<file path="config.mk">
export PLATFORM = sky130hd
export DESIGN_NAME = arbiter_iwrr_grant_mux
export DESIGN_NICKNAME = d
export VERILOG_FILES = /design/src/rtl/arbiter_iwrr_pkg.sv /design/src/rtl/arbiter_iwrr_fifo2.sv /design/src/rtl/arbiter_iwrr_grant_mux.sv
export SDC_FILE = /design/constraint.sdc
export NUM_CORES = 1
export LEC_CHECK = 0
export CAP_MARGIN = 20
export CORE_ASPECT_RATIO = 0.7
export CORE_MARGIN = 4
export CORE_UTILIZATION = 48
export DETAILED_ROUTE_END_ITERATION = 12
export PLACE_DENSITY = 0.86
export SLEW_MARGIN = 20
export SYNTH_ARGS = -nofsm -noshare
export SYNTH_HDL_FRONTEND = slang
export SYNTH_SLANG_ARGS = --single-unit
</file>
<file path="constraint.sdc">
create_clock -name clk -period 7.2 [get_ports clk]
set_clock_uncertainty 0.15 [all_clocks]
set_input_delay 1.44 -clock clk [delete_from_list [all_inputs] [get_ports clk]]
set_output_delay 1.44 -clock clk [all_outputs]
set_load 0.02 [all_outputs]
</file>
<file path="src/rtl/arbiter_iwrr_pkg.sv">
// Shared helpers for the IWRR arbiter and its grant mux: one-hot decode and ID width.
// Pure functions and constants only; no latency or backpressure of its own.
// The ID width helper exists so arbiter and mux always agree on m_id_o sizing.
package arbiter_iwrr_pkg;

    localparam int ONEHOT_W = 32;

    // Requester ID width, never below one bit so a single-requester build still has a port.
    function automatic int id_width(input int n);
        return (n <= 2) ? 1 : $clog2(n);
    endfunction

    function automatic logic is_onehot(input logic [ONEHOT_W-1:0] vec);
        return (vec != '0) && ((vec & (vec - 1'b1)) == '0);
    endfunction

    function automatic int onehot_to_idx(input logic [ONEHOT_W-1:0] vec);
        int idx;
        idx = 0;
        for (int i = 0; i < ONEHOT_W; i++) begin
            if (vec[i]) idx = idx | i;
        end
        return idx;
    endfunction

endpackage

</file>
<file path="src/rtl/arbiter_iwrr_fifo2.sv">
// Generic 2-entry in-order FIFO with registered count and full/empty flags.
// Head visible the cycle after a push into an empty FIFO; push/pop allowed together.
// Push while full and pop while empty are ignored; callers gate with full/empty.
module arbiter_iwrr_fifo2 #(
    parameter int P_W = 8
) (
    input  logic           clk,
    input  logic           rst,
    input  logic           push_i,
    input  logic [P_W-1:0] push_dat_i,
    input  logic           pop_i,
    output logic [P_W-1:0] head_dat_o,
    output logic           full_o,
    output logic           empty_o,
    output logic [1:0]     count_o
);

    logic [P_W-1:0] mem_q [2];
    logic [P_W-1:0] mem_d [2];
    logic           wr_ptr_q, wr_ptr_d;
    logic           rd_ptr_q, rd_ptr_d;
    logic [1:0]     count_q, count_d;
    logic           push_en, pop_en;

    always_comb begin
        push_en  = push_i && (count_q != 2'd2);
        pop_en   = pop_i && (count_q != 2'd0);
        mem_d    = mem_q;
        wr_ptr_d = wr_ptr_q;
        rd_ptr_d = rd_ptr_q;
        count_d  = count_q;
        if (push_en) begin
            mem_d[wr_ptr_q] = push_dat_i;
            wr_ptr_d        = ~wr_ptr_q;
        end
        if (pop_en) begin
            rd_ptr_d = ~rd_ptr_q;
        end
        case ({push_en, pop_en})
            2'b10:   count_d = count_q + 2'd1;
            2'b01:   count_d = count_q - 2'd1;
            default: count_d = count_q;
        endcase
    end

    always_ff @(posedge clk) begin
        if (rst) begin
            mem_q    <= '{default: '0};
            wr_ptr_q <= 1'b0;
            rd_ptr_q <= 1'b0;
            count_q  <= 2'd0;
        end else begin
            mem_q    <= mem_d;
            wr_ptr_q <= wr_ptr_d;
            rd_ptr_q <= rd_ptr_d;
            count_q  <= count_d;
        end
    end

    assign head_dat_o = mem_q[rd_ptr_q];
    assign full_o     = (count_q == 2'd2);
    assign empty_o    = (count_q == 2'd0);
    assign count_o    = count_q;

endmodule

</file>
<file path="src/rtl/arbiter_iwrr_grant_mux.sv">
// Turns one-hot arbiter grants into source pops and buffered {id, data} words.
// One cycle from accepted grant to m_valid_o when the 2-entry buffer is empty.
// grant_ready_o drops when the buffer is full, from registered occupancy only.
module arbiter_iwrr_grant_mux
    import arbiter_iwrr_pkg::*;
#(
    parameter int P_REQUESTER_NUM = 3,
    parameter int P_DATA_W        = 32,
    parameter int P_ID_W          = id_width(P_REQUESTER_NUM)
) (
    input  logic                                clk,
    input  logic                                rst,
    input  logic [P_REQUESTER_NUM-1:0]          grant_valid_i,
    output logic                                grant_ready_o,
    input  logic [P_REQUESTER_NUM-1:0]          src_valid_i,
    input  logic [P_REQUESTER_NUM*P_DATA_W-1:0] src_data_i,
    output logic [P_REQUESTER_NUM-1:0]          src_pop_o,
    output logic                                m_valid_o,
    input  logic                                m_ready_i,
    output logic [P_DATA_W-1:0]                 m_data_o,
    output logic [P_ID_W-1:0]                   m_id_o,
    output logic                                err_o
);

    typedef struct packed {
        logic [P_ID_W-1:0]   id;
        logic [P_DATA_W-1:0] dat;
    } entry_t;

    localparam int ENTRY_W = $bits(entry_t);

    logic                accept, legal;
    logic [P_DATA_W-1:0] sel_dat;
    entry_t              push_ent, head_ent;
    logic                fifo_full, fifo_empty;
    logic [1:0]          fifo_count;
    logic                err_q, err_d;

    assign grant_ready_o = !fifo_full && !rst;
    assign accept        = grant_ready_o && (grant_valid_i != '0);

    // Legal only when exactly one requester is granted and its queue head is real.
    assign legal = accept
                && is_onehot(ONEHOT_W'(grant_valid_i))
                && ((grant_valid_i & src_valid_i) != '0);

    always_comb begin
        sel_dat = '0;
        for (int k = 0; k < P_REQUESTER_NUM; k++) begin
            if (grant_valid_i[k]) sel_dat = sel_dat | src_data_i[k*P_DATA_W +: P_DATA_W];
        end
    end

    always_comb begin
        push_ent.id  = P_ID_W'(onehot_to_idx(ONEHOT_W'(grant_valid_i)));
        push_ent.dat = sel_dat;
        src_pop_o    = legal ? grant_valid_i : '0;
        err_d        = err_q || (accept && !legal);
    end

    arbiter_iwrr_fifo2 #(
        .P_W (ENTRY_W)
    ) u_fifo (
        .clk        (clk),
        .rst        (rst),
        .push_i     (legal),
        .push_dat_i (push_ent),
        .pop_i      (m_valid_o && m_ready_i),
        .head_dat_o (head_ent),
        .full_o     (fifo_full),
        .empty_o    (fifo_empty),
        .count_o    (fifo_count)
    );

    always_ff @(posedge clk) begin
        if (rst) err_q <= 1'b0;
        else     err_q <= err_d;
    end

    assign m_valid_o = !fifo_empty;
    assign m_data_o  = head_ent.dat;
    assign m_id_o    = head_ent.id;
    assign err_o     = err_q;

endmodule

</file>
==> impl_metrics.py <==
metrics = {
    "detailed_routing": {
        "avgRoutedWirePerCell_um": 17.5,
        "firstDrtPassIters": 5,
        "dr_total_vias": 4254,
        "viasPerCell": 5.97,
        "postRouteAntennaNets": 0,
        "routed_wirelength_mm": 12.5,
        "drc": 0,
        "drt-initial-drc-count": 379,
    },
    "synthesis": {
        "synth_top_family_by_area": "compound AO/OA/AOI/OAI gates",
        "synth_area_per_cell_um2": 7.94,
        "netlist.area_leader.share_pct": 37.2,
        "synth_xor_area_share_pct": 0.668,
        "synthAdderAreaFrac_pct": 0.318,
        "ys_seq_area_share_pct": 37.2,
        "async_flop_share_pct": 0,
        "synthFlopType": "dfxtp_1",
        "synth_seq_cells": 73,
        "syn-instance-count": 495,
        "synthTopCellsByArea": "dfxtp_1, mux2_2, a21oi_1",
        "synth.distinct_cells": 37,
        "yosysTopAreaCell": "dfxtp_1",
        "synthesis.area_mm2": 0.00393,
        "muxShareOfSynthArea_pct": 9.74,
        "synth_compound_area_share_pct": 24.0,
        "synth_fp_nets": 601,
        "synth-simple-area-share_pct": 20.3,
        "synth_edf_count": 0,
        "ys.warnings.count": 0,
    },
    "critical_path": {
        "cp.arrival_ns": 4.28,
        "r2r-start": "u_fifo.count_o[1]$_SDFFE_PP0P_",
        "cp.required_ns": 5.61,
        "worstPathCellList": "clkdlybuf4s50_1 > buf_4 > and4bb_1 > or3_2 > buf_4 > and3_1 > clkdlybuf4s50_1",
        "r2r_end": "u_fifo.mem_q[47]$_SDFFE_PP0P_",
        "slowest_stage": "clkdlybuf4s50_1",
        "cp-start-kind": "primary input",
        "r2r_slack_ns": 4.89,
        "cp.depth": 7,
        "crit_end": "src_pop_o[2]",
        "crit_type": "primary input to primary output",
        "cpPeakStageDelay_ns": 0.53,
        "ff2ff_path_depth": 5,
        "crit_path_max_fanout": 72,
        "path_buf_inv": 4,
        "crit_start": "grant_valid_i[0]",
        "end_kind": "primary output",
        "crit_family": "buffers and inverters",
    },
    "power_and_ir_drop": {
        "power.leakage_nw": 2.02,
        "comb_power_share_pct": 19.7,
        "power.share.sequential_pct": 38.4,
        "powerDensity_mw_per_mm2": 202,
        "switchingPower_w": 0.000301,
        "pwr-share-clk_pct": 41.9,
        "ir_drop_mv": 0.124,
        "sw_frac_of_total_pct": 26.6,
        "internal_power_w": 0.000829,
    },
    "hold_path": {
        "min_path_type": "register to register",
        "holdPathStages": 2,
    },
    "clock_network": {
        "cts_hold_buf": 0,
        "cts_tree": "built",
        "cts_buffers": 9,
        "insertion_delay_ns": 0.33,
        "clk_path_buf_depth": 2,
        "cts_max_level": 3,
        "cts-resized-gates": 0,
        "clock_sinks": 73,
        "postCtsSetupRepairBufs": 0,
        "cts_root_buf": "clkbuf_16",
        "clk_pin_slew_ns": 0.06,
    },
    "sta": {
        "finalSetupTns_ns": 0,
        "fin_crit_sh_pct": 81.5,
        "setup_slack_ns": 1.33,
        "setup_violations": 0,
        "rsz0062_at_grt": "no",
        "slew_headroom_pct": 36.9,
        "final_max_slew_viol_count": 0,
        "layout_min_cycle_time_ns": 5.87,
        "max_freq_ghz": 0.170,
        "max_slew.worst_pin.slew_ns": 0.944,
        "finalHoldViolations": 0,
    },
    "die": {
        "initial_core_util_pct": 49.7,
        "design.die.area_mm2": 0.00972,
        "die_h_um": 83.7,
        "ios": 145,
        "die_width_um": 116,
        "core_mm2": 0.00791,
        "rows": 27,
    },
    "placement": {
        "post-place-ws_ns": 1.37,
        "dp_cells": 696,
        "place_hpwl_mm": 8.00,
        "routabilityCongestion": 0.768,
        "port_buffers": 144,
    },
    "grt": {
        "grt_pass1_vias": 4356,
        "top_usage_layer": "met2",
        "grt_max_degree": 77,
        "antenna_found_initial": 0,
        "grt_overflow": 0,
        "use_met1_pct": 30.1,
        "grt_use_total_pct": 25.7,
        "gr-usage-met3_pct": 7.83,
        "grt_pass1_wl_mm": 20.5,
        "grt_util_met2_pct": 44.4,
    },
    "cells_and_area": {
        "nFillCells": 625,
        "nNetsFinal": 712,
        "diodes": 0,
        "syn2layout_area_growth_pct": 42.1,
        "fin_cells": 712,
        "drive_above_1_share_pct": 11.9,
        "final_core_util_pct": 70.7,
    },
    "status": {
        "outcome": "completed",
    },
    "job": {
        "drv_cap": 0,
    },
}
Yosys cell counts (2+ instances only):
library cell   n
buf_1          3
o21ai_1       38
a22oi_1       32
a21oi_1       69
nor2_1         4
nand2_1       65
xnor2_1        2
and4bb_2       2
clkbuf_2       6
buf_4          2
or3_1          2
o21ai_0       30
mux2_2        34
nand3_1       67
buf_2         12
and3_1         4
inv_1          2
buf_6          9
nor3_2         2
clkbuf_1      21
dfxtp_1       73
layout make-up:
class	count	area [um^2]	share of cell area, %
repair buffers	153	1500	26.9
flip-flops and latches	73	1460	26.2
multi-input cells	367	2170	38.8
well taps	101	126	2.26
clock inverters	7	95.1	1.70
clock buffers	9	225	4.03
inverters	2	7.51	0.134
worst min-delay path, stage by stage (launching register included):
cell and delay [ns]:
dfxtp_1 0.30, o21ai_0 0.06, a21oi_1 0.06
through the flow:
stage	instance area (um^2)	total power, W	hold slack (ns)
2_1_floorplan	3930	0.000564	0.300
3_3_place_gp	5270	0.000656	0.308
4_1_cts	5590	0.00114	0.326
6_report	5590	0.00113	0.324
3_5_place_dp	5270	0.000662	0.316
5_1_grt	5590	0.00117	0.343
power by group through the flow:
| stage | combinational (W) | sequential (W) | clock, W |
|---|---|---|---|
| CTS | 0.000222 | 0.000433 | 0.000482 |
| global placement | 0.000215 | 0.000441 | 0 |
| global route | 0.000239 | 0.000436 | 0.000496 |
| finish | 0.000223 | 0.000434 | 0.000474 |
| floorplan | 0.000134 | 0.000430 | 0 |
| detailed placement | 0.000220 | 0.000442 | 0 |
cells by family (layout without fill, tap and decap cells):
| logic type | Yosys count | in the layout |
|---|---|---|
| multiplexers | 34 | 34 |
| buffers and inverters | 55 | 171 |
| AND/OR/NAND/NOR | 158 | 158 |
| XOR/XNOR | 3 | 3 |
| flip-flops | 73 | 73 |
| AO/OA/AOI/OAI | 171 | 171 |
| adder cells (fa/ha/maj) | 1 | 1 |
per-layer routing:
metal	wire length, um	up-vias	share of wire (%)
met2	6180	206	50
met4	177	0	1.4
met3	1070	21	8.6
met1	5040	2022	40
li1	-	2005	-
met5	0	-	0
registers in the layout, summed over array words and instances, names as in the netlist:
register	flops
u_fifo.mem_q	68
u_fifo.count_o	2
err_o	1
u_fifo.rd_ptr_q	1
u_fifo.wr_ptr_q	1
how the worst min path moves through the flow:
| stage | startpoint | end | slack, ns |
|---|---|---|---|
| floorplan | u_fifo.mem_q[0]$_SDFFE_PP0P_ | u_fifo.mem_q[0]$_SDFFE_PP0P_ | 0.30 |
| global placement | u_fifo.mem_q[22]$_SDFFE_PP0P_ | u_fifo.mem_q[22]$_SDFFE_PP0P_ | 0.31 |
| detailed placement | u_fifo.mem_q[27]$_SDFFE_PP0P_ | u_fifo.mem_q[27]$_SDFFE_PP0P_ | 0.32 |
| CTS | u_fifo.mem_q[27]$_SDFFE_PP0P_ | u_fifo.mem_q[27]$_SDFFE_PP0P_ | 0.33 |
| global route | u_fifo.mem_q[46]$_SDFFE_PP0P_ | u_fifo.mem_q[46]$_SDFFE_PP0P_ | 0.34 |
| finish | u_fifo.mem_q[27]$_SDFFE_PP0P_ | u_fifo.mem_q[27]$_SDFFE_PP0P_ | 0.32 |
layout by cell type, fill, tap and decap left out, types with 2 or more instances in the layout:
cell type / n
nand3_1: 67
and4bb_2: 2
a22oi_1: 32
clkinv_4: 2
mux2_2: 34
dfxtp_1: 72
clkinv_2: 2
clkdlybuf4s50_1: 143
nor3_2: 2
o21ai_1: 38
nor2_1: 4
nand2_1: 65
a21oi_1: 69
xnor2_1: 2
inv_1: 2
bufinv_16: 2
buf_4: 9
and3_1: 4
o21ai_0: 30
clkbuf_16: 9
Note: power is estimated with default switching activity, not from simulation.
